==> config.mk <==
export PLATFORM = sky130hd
export DESIGN_NAME = snap_phase_capture_ctrl
export DESIGN_NICKNAME = d
export VERILOG_FILES = /design/src/rtl/snap_phase_capture_ctrl.sv
export SDC_FILE = /design/constraint.sdc
export NUM_CORES = 1
export LEC_CHECK = 0
export CAP_MARGIN = 5
export CORE_ASPECT_RATIO = 1.4
export CORE_UTILIZATION = 35
export DETAILED_ROUTE_END_ITERATION = 8
export GPL_TIMING_DRIVEN = 0
export PLACE_DENSITY = 0.69
export SETUP_SLACK_MARGIN = 0.5
export SLEW_MARGIN = 0
export SYNTH_ARGS = -nofsm -noshare
export SYNTH_HDL_FRONTEND = slang
export SYNTH_SLANG_ARGS = --single-unit
==> constraint.sdc <==
create_clock -name user_clk -period 1.9 [get_ports user_clk]
set_input_delay 0.285 -clock user_clk [delete_from_list [all_inputs] [get_ports user_clk]]
set_output_delay 0.285 -clock user_clk [all_outputs]
set_load 0.005 [all_outputs]
==> src/rtl/snap_phase_capture_ctrl.sv <==
`default_nettype none
// ============================================================================
// Module   : snap_phase_capture_ctrl
// Brief    : Arm/trigger controller that writes phase samples into the
//            snapPhase BRAM and builds the software status word.
//            Optional macro SNAP_CIRC_EN selects circular pre-trigger capture.
// Revision : 1.0
// ============================================================================
module snap_phase_capture_ctrl #(
   parameter int ADDR_W   = 11,
   parameter int DATA_W   = 32,
   parameter int POST_LEN = 1024
) (
   input  logic              user_clk,
   input  logic              user_rst_n,
   input  logic              arm,
   input  logic              trig,
   input  logic              din_valid,
   input  logic [DATA_W-1:0] phase_in,
   output logic              bram_we,
   output logic [ADDR_W-1:0] bram_addr,
   output logic [DATA_W-1:0] bram_din,
   output logic [31:0]       status_word
);

   typedef enum logic [1:0] {IDLE, ARMED, CAPTURE, DONE} state_t;

   localparam logic [ADDR_W:0] DEPTH = {1'b1, {ADDR_W{1'b0}}};

   state_t              state_q, state_d;
   logic                arm_dly_q;
   logic [ADDR_W:0]     count_q, count_d;
   logic                we_d;
   logic [ADDR_W-1:0]   addr_d;
   logic [DATA_W-1:0]   din_d;
   logic [31:0]         status_d;
   logic                arm_rise;
   logic [ADDR_W:0]     count_inc;
   logic [ADDR_W:0]     count_sat;

   assign arm_rise  = arm & ~arm_dly_q;
   assign count_inc = count_q + 1'b1;
   assign count_sat = (count_q == DEPTH) ? count_q : count_inc;

`ifdef SNAP_CIRC_EN
   localparam logic [ADDR_W:0] POST_C = (ADDR_W+1)'(POST_LEN);

   logic [ADDR_W-1:0]   ptr_q, ptr_d;
   logic [ADDR_W-1:0]   trig_addr_q, trig_addr_d;
   logic [ADDR_W:0]     post_q, post_d;
   logic [ADDR_W:0]     post_inc;

   assign post_inc = post_q + 1'b1;
`else
   localparam int POST_LEN_UNUSED = POST_LEN;
`endif

   always_comb begin
      state_d = state_q;
      count_d = count_q;
      we_d    = 1'b0;
      addr_d  = bram_addr;
      din_d   = bram_din;
`ifdef SNAP_CIRC_EN
      ptr_d       = ptr_q;
      post_d      = post_q;
      trig_addr_d = trig_addr_q;
`endif
      if (arm_rise) begin
         state_d = ARMED;
         count_d = '0;
`ifdef SNAP_CIRC_EN
         ptr_d       = '0;
         post_d      = '0;
         trig_addr_d = '0;
`endif
      end else begin
         case (state_q)
            ARMED: begin
`ifdef SNAP_CIRC_EN
               if (din_valid) begin
                  we_d    = 1'b1;
                  addr_d  = ptr_q;
                  din_d   = phase_in;
                  ptr_d   = ptr_q + 1'b1;
                  count_d = count_sat;
               end
               // Trigger address is where the trigger-cycle sample lands (or would land).
               if (trig) begin
                  trig_addr_d = ptr_q;
                  post_d      = din_valid ? (ADDR_W+1)'(1) : '0;
                  state_d     = (din_valid && POST_C == (ADDR_W+1)'(1)) ? DONE : CAPTURE;
               end
`else
               if (trig) begin
                  state_d = CAPTURE;
                  if (din_valid) begin
                     we_d    = 1'b1;
                     addr_d  = count_q[ADDR_W-1:0];
                     din_d   = phase_in;
                     count_d = count_inc;
                  end
               end
`endif
            end
            CAPTURE: begin
               if (din_valid) begin
                  we_d  = 1'b1;
                  din_d = phase_in;
`ifdef SNAP_CIRC_EN
                  addr_d  = ptr_q;
                  ptr_d   = ptr_q + 1'b1;
                  count_d = count_sat;
                  post_d  = post_inc;
                  if (post_inc == POST_C) state_d = DONE;
`else
                  addr_d  = count_q[ADDR_W-1:0];
                  count_d = count_inc;
                  if (count_inc == DEPTH) state_d = DONE;
`endif
               end
            end
            default: ;
         endcase
      end

      status_d        = '0;
      status_d[31]    = (state_d == DONE);
      status_d[30]    = (state_d == ARMED) || (state_d == CAPTURE);
      status_d[29]    = (state_d == CAPTURE);
`ifdef SNAP_CIRC_EN
      status_d[28:16] = 13'(trig_addr_d);
`endif
      status_d[12:0]  = 13'(count_d);
   end

   always_ff @(posedge user_clk or negedge user_rst_n) begin
      if (!user_rst_n) begin
         state_q     <= IDLE;
         arm_dly_q   <= 1'b0;
         count_q     <= '0;
         bram_we     <= 1'b0;
         bram_addr   <= '0;
         bram_din    <= '0;
         status_word <= '0;
`ifdef SNAP_CIRC_EN
         ptr_q       <= '0;
         post_q      <= '0;
         trig_addr_q <= '0;
`endif
      end else begin
         state_q     <= state_d;
         arm_dly_q   <= arm;
         count_q     <= count_d;
         bram_we     <= we_d;
         bram_addr   <= addr_d;
         bram_din    <= din_d;
         status_word <= status_d;
`ifdef SNAP_CIRC_EN
         ptr_q       <= ptr_d;
         post_q      <= post_d;
         trig_addr_q <= trig_addr_d;
`endif
      end
   end

endmodule
`default_nettype wire

# Word-level counts from Yosys, hierarchy flattened
# Index checks and enable logic that the tools add are counted.
word_totals:
  reg_bits: 74
  in_bits: 37
  elab_cells: 40
op_classes:
  addsub: 1
  eq_ne: 7
  mux: 19
  bitwise: 3
  n_reduce_logical: 3
op_table:
  columns: ["operator", "n"]
  rows:
  - ["$mux 32", 2]
  - ["$pmux 32 s2", 1]
  - ["$mux 12", 3]
  - ["$pmux 12 s2", 1]
  - ["$mux 11", 2]
  - ["$pmux 11 s2", 1]
  - ["$add 12x1->12 const B", 1]
  - ["$eq 12x12->1 const B", 1]
  - ["$mux 2", 4]
  - ["$eq 2x2->1 const B", 3]
  - ["$eq 2x1->1 const B", 2]
  - ["$pmux 2 s2", 1]
  - ["$mux 1", 3]
  - ["$reduce_and 3->1", 1]
  - ["$ne 2x2->1 const B", 1]
  - ["$not 1->1", 2]
  - ["$pmux 1 s2", 1]
  - ["$reduce_bool 2->1", 1]
  - ["$and 1x1->1", 1]
  - ["$logic_or 1x1->1", 1]

# Longest topological paths before layout
logic_depth:
  ltp_word: 8
  mapped_depth: 8

# Least setup slack after synthesis
# Ideal clock, no wire load.
synth_path:
  path_type: "register to register"
  startpoint: "reg count_q[0]"
  endpoint: "reg status_word[30]"
  setup_time_ps: 113
  arrival_ps: 2055
  required_ps: 1787
  path_slack_ps: -268
  path_stages_with_launch: 9
  path_buffers: 0
  path_cell_list: "dfrtp_1 ha_1 and3_1 a311o_1 mux2_2 o21ai_1 a31oi_1 ha_1 inv_1"
synth_via:
  elab_chain_len: 8
synth_rtl:
  columns: ["item", "line", "source"]
  rows:
  - ["from (decl)", "32", "logic [ADDR_W:0] count_q, count_d;"]
  - ["from (signal assigned)", "154", "count_q <= count_d;"]
  - ["$add 12x1->12 *", "42", "assign count_inc = count_q + 1'b1;"]
  - ["$eq 12x12->1 *", "119", "if (count_inc == DEPTH) state_d = DONE;"]
  - ["$mux 2 *", "119", null]
  - ["$mux 2 *", "107", "if (din_valid) begin"]
  - ["$pmux 2 s2 *", "78", "case (state_q)"]
  - ["$mux 2 *", "69", "if (arm_rise) begin"]
  - ["$eq 2x1->1 or $eq 2x2->1 (tied branches)", "129", "status_d[30] = (state_d == ARMED) || (state_d == CAPTURE);"]
  - ["$logic_or 1x1->1 *", "129", null]
  - ["net status_d[30]", "36", "logic [31:0] status_d;"]
  - ["to (signal assigned)", "158", "status_word <= status_d;"]
  - ["to (decl)", "23", "output logic [31:0] status_word"]
# Mark *: on every way through the listed nets, which the timed path passes. The rest lies on a longest branch.
# A chain may end at the register's enable or synchronous reset.

# Worst setup path in the final report
# Same ends and word-level chain as after synthesis.

==> flow_metrics.tcl <==
set metrics [dict create \
    status "complete, but fails checks" \
    violations "negative setup slack" \
    grt_pass1_vias 2530 \
    synth-compound-area-share_pct 8.14 \
    cp-end-kind "flip-flop" \
    cts.sinks 62 \
    syn_to_final_growth_pct 91.1 \
    wl_met2_mm 4.66 \
    clk_pin_slew_worst_paths_ns 0.05 \
    synth-seq-cells 62 \
    synthAdderAreaFrac_pct 3.00 \
    instances_no_fill 543 \
    power_leakage_nw 2.72 \
    clkLatencyLatePin_ns 0.32 \
    drc 0 \
    layout_setup_ws_ns -0.169 \
    arrival_ns 2.29 \
    yosysWarningCount 0 \
    initial_core_util_pct 35.9 \
    antennaDiodeCount 0 \
    fin_area_um2 5580 \
    top_layer_used "met4" \
    fp.dieW_um 79.2 \
    firstDrtPassIters 4 \
    post-route-util_pct 68.5 \
    wl_met1_mm 3.45 \
    root_buffer "clkbuf_16" \
    slew_headroom_pct 57.9 \
    synth-async-reset-ratio_pct 100 \
    grt_remaining_overflow 0 \
    drtIter0Drc 111 \
    ir_worst_vdd_uv 743 \
    synth_top_family_by_area "multiplexers" \
    grt_max_degree 41 \
    seq_area_frac_synth_pct 53.1 \
    io_buffers 95 \
    setup_viol_count_final 12 \
    min_period_ns 2.07 \
    antenna_found_initial 0 \
    yosys.area_share.simple_pct 9.81 \
    post_drt_wl_per_cell_um 16.3 \
    syn_area_um2 2920 \
    critPathLaunchType "flip-flop" \
    vias 2606 \
    drt_wl_total_mm 8.83 \
    clock_skew_ns 0.00744 \
    synthFlopType "dfrtp_1" \
    synth_largest_area_cell "dfrtp_1" \
    clk_path_buf_depth 2 \
    power_mw 7.00 \
    rsz0062_at_grt "true" \
    muxShareOfSynthArea_pct 17.5 \
    grt.total_usage_pct 19.2 \
    mostFrequentLayoutCells "dfrtp_1 (55), buf_4 (49), dlygate4sd2_1 (49)" \
    max-cap-violations 0 \
    viasPerCell 4.80 \
    globalplace.congestion 0.827 \
    hold_viol_final 0 \
    crit_fanout 6 \
    grt_first_pass_wirelength_mm 12.3 \
    dieArea_um2 8720 \
    cts_buffers 9 \
    synthesis.instances 246 \
    worst_slew_pin_slew_ns 0.631 \
    max_freq_ghz 0.483 \
    slew_viol_final 0 \
    core_um2 8150 \
    synth_xor_area_share_pct 0.899 \
    htreeDepth 3 \
    wl_met3_um 518 \
    setup_tns_ns -0.340 \
    postPlaceCellArea_um2 4360 \
    drive_above_1_share_pct 46.9 \
    finalCritPeriodShare_pct 109 \
    crit_type "reg -> reg" \
    power_per_cell_area_nw_per_um2 1250 \
    whs_ns 0.451 \
    route.antenna.remaining_nets 0 \
    syn_area_per_cell_um2 11.9 \
    yosys.area.top_type_share_pct 53.1 \
    num_rows 39 \
    final_common_cell "dfrtp_1" \
    synthTopCellsByArea "dfrtp_1 (53%), mux2_2 (15%), buf_4 (4.9%)" \
    worstPathRequired_ns 2.12 \
    hpwlAfterDp_mm 4.96 \
    place_ws_ns -0.268 \
    synth_cell_types 41 \
    final_nets 482 \
    hp-class "in -> reg" \
    place_inst 460 \
    synth_edf_count 0 \
    fp.dieH_um 110 \
    num_io_pins 113 \
    cts_tree "built" \
]
==> cells in the mapped netlist (2+ instances only) <==
cell type,n
a31oi_1,4
o21a_1,2
buf_4,19
o21ai_0,14
nand4_2,2
clkbuf_1,2
nand2_1,7
nand3_1,7
nor3_1,7
or2_2,2
mux2_2,40
dfrtp_1,62
nor2b_1,5
mux2_1,4
o31ai_1,2
xnor2_1,2
inv_1,7
buf_2,6
nand2b_1,3
ha_1,7
a21oi_1,8
nor2_1,14
and3_1,2
==> cell families (layout without fill, tap and decap cells) <==
kind of cell	Yosys count	count (layout)
AO/OA/AOI/OAI	39	39
XOR/XNOR	3	3
adder cells (fa/ha/maj)	7	7
buffers and inverters	35	214
flip-flops	62	62
multiplexers	45	45
other	1	17
AND/OR/NAND/NOR	54	54
==> flip-flops by register name (all words and copies together), names as in the netlist <==
signal	cells
arm_dly_q	1
bram_addr	11
bram_din	32
bram_we	1
count_q	11
state_q	2
status_word	4
==> final cells by class <==
| cell class | count | area, um2 |
|---|---|---|
| plain buffers | 28 | 293 |
| clock buffers | 13 | 260 |
| clock inverters | 1 | 7.51 |
| fillers | 578 | 2560 |
| inverters | 7 | 36.3 |
| multi-input cells | 165 | 1620 |
| flip-flops and latches | 62 | 1560 |
| well taps | 102 | 128 |
| repair buffers | 165 | 1680 |
==> path summary, 6_finish.rpt <==
path / slack [ns] / start / to / depth (start not counted)
max in group asynchronous: 0.79 / user_rst_n / count_q[4]$_DFFE_PN0P_ / 3
setup / recovery: -0.17 / count_q[0]$_DFFE_PN0P_ / status_word[30]$_DFF_PN0_ / 8
setup reg to reg: -0.17 / count_q[0]$_DFFE_PN0P_ / status_word[30]$_DFF_PN0_ / 8
hold / removal: 0.45 / arm / arm_dly_q$_DFF_PN0_ / 1
hold reg to reg: 0.50 / bram_din[14]$_DFFE_PN0P_ / bram_din[14]$_DFFE_PN0P_ / 1
min in group asynchronous: 0.49 / user_rst_n / bram_addr[0]$_DFFE_PN0P_ / 2
==> layer usage <==
| metal | GRT usage [%] | vias up |
|---|---|---|
| met5 | 0 | - |
| met4 | 7.14 | 0 |
| met3 | 6.17 | 16 |
| met2 | 33.9 | 117 |
| li1 | - | 1218 |
| met1 | 21.5 | 1255 |
==> repair_timing <==
action | CTS | global route
hold endpoints to repair | 22 | 0
pin swaps | 19 | 10
cloned | 6 | 0
hold buffers | 1 | 0
gates resized for setup | 127 | 42
buffers inserted | 45 | 17
setup endpoints to repair | 118 | 71
==> where the power goes <==
group          leakage, nW  internal [mW]  total (mW)  switching (mW)
combinational         1.82           2.28        3.54            1.27
sequential           0.775           1.76        1.98           0.227
clock                0.128          0.938        1.47           0.534
total                 2.72           4.97        7.00            2.03
==> critical path, cell delays in order (launching register included) <==
cell	delay, ns
dfrtp_2	0.42
buf_4	0.15
nand4_4	0.14
or3_4	0.36
mux2_4	0.33
nor2_4	0.15
a31oi_2	0.10
ha_1	0.28
inv_1	0.03
Note: power is estimated with default switching activity, not from simulation.
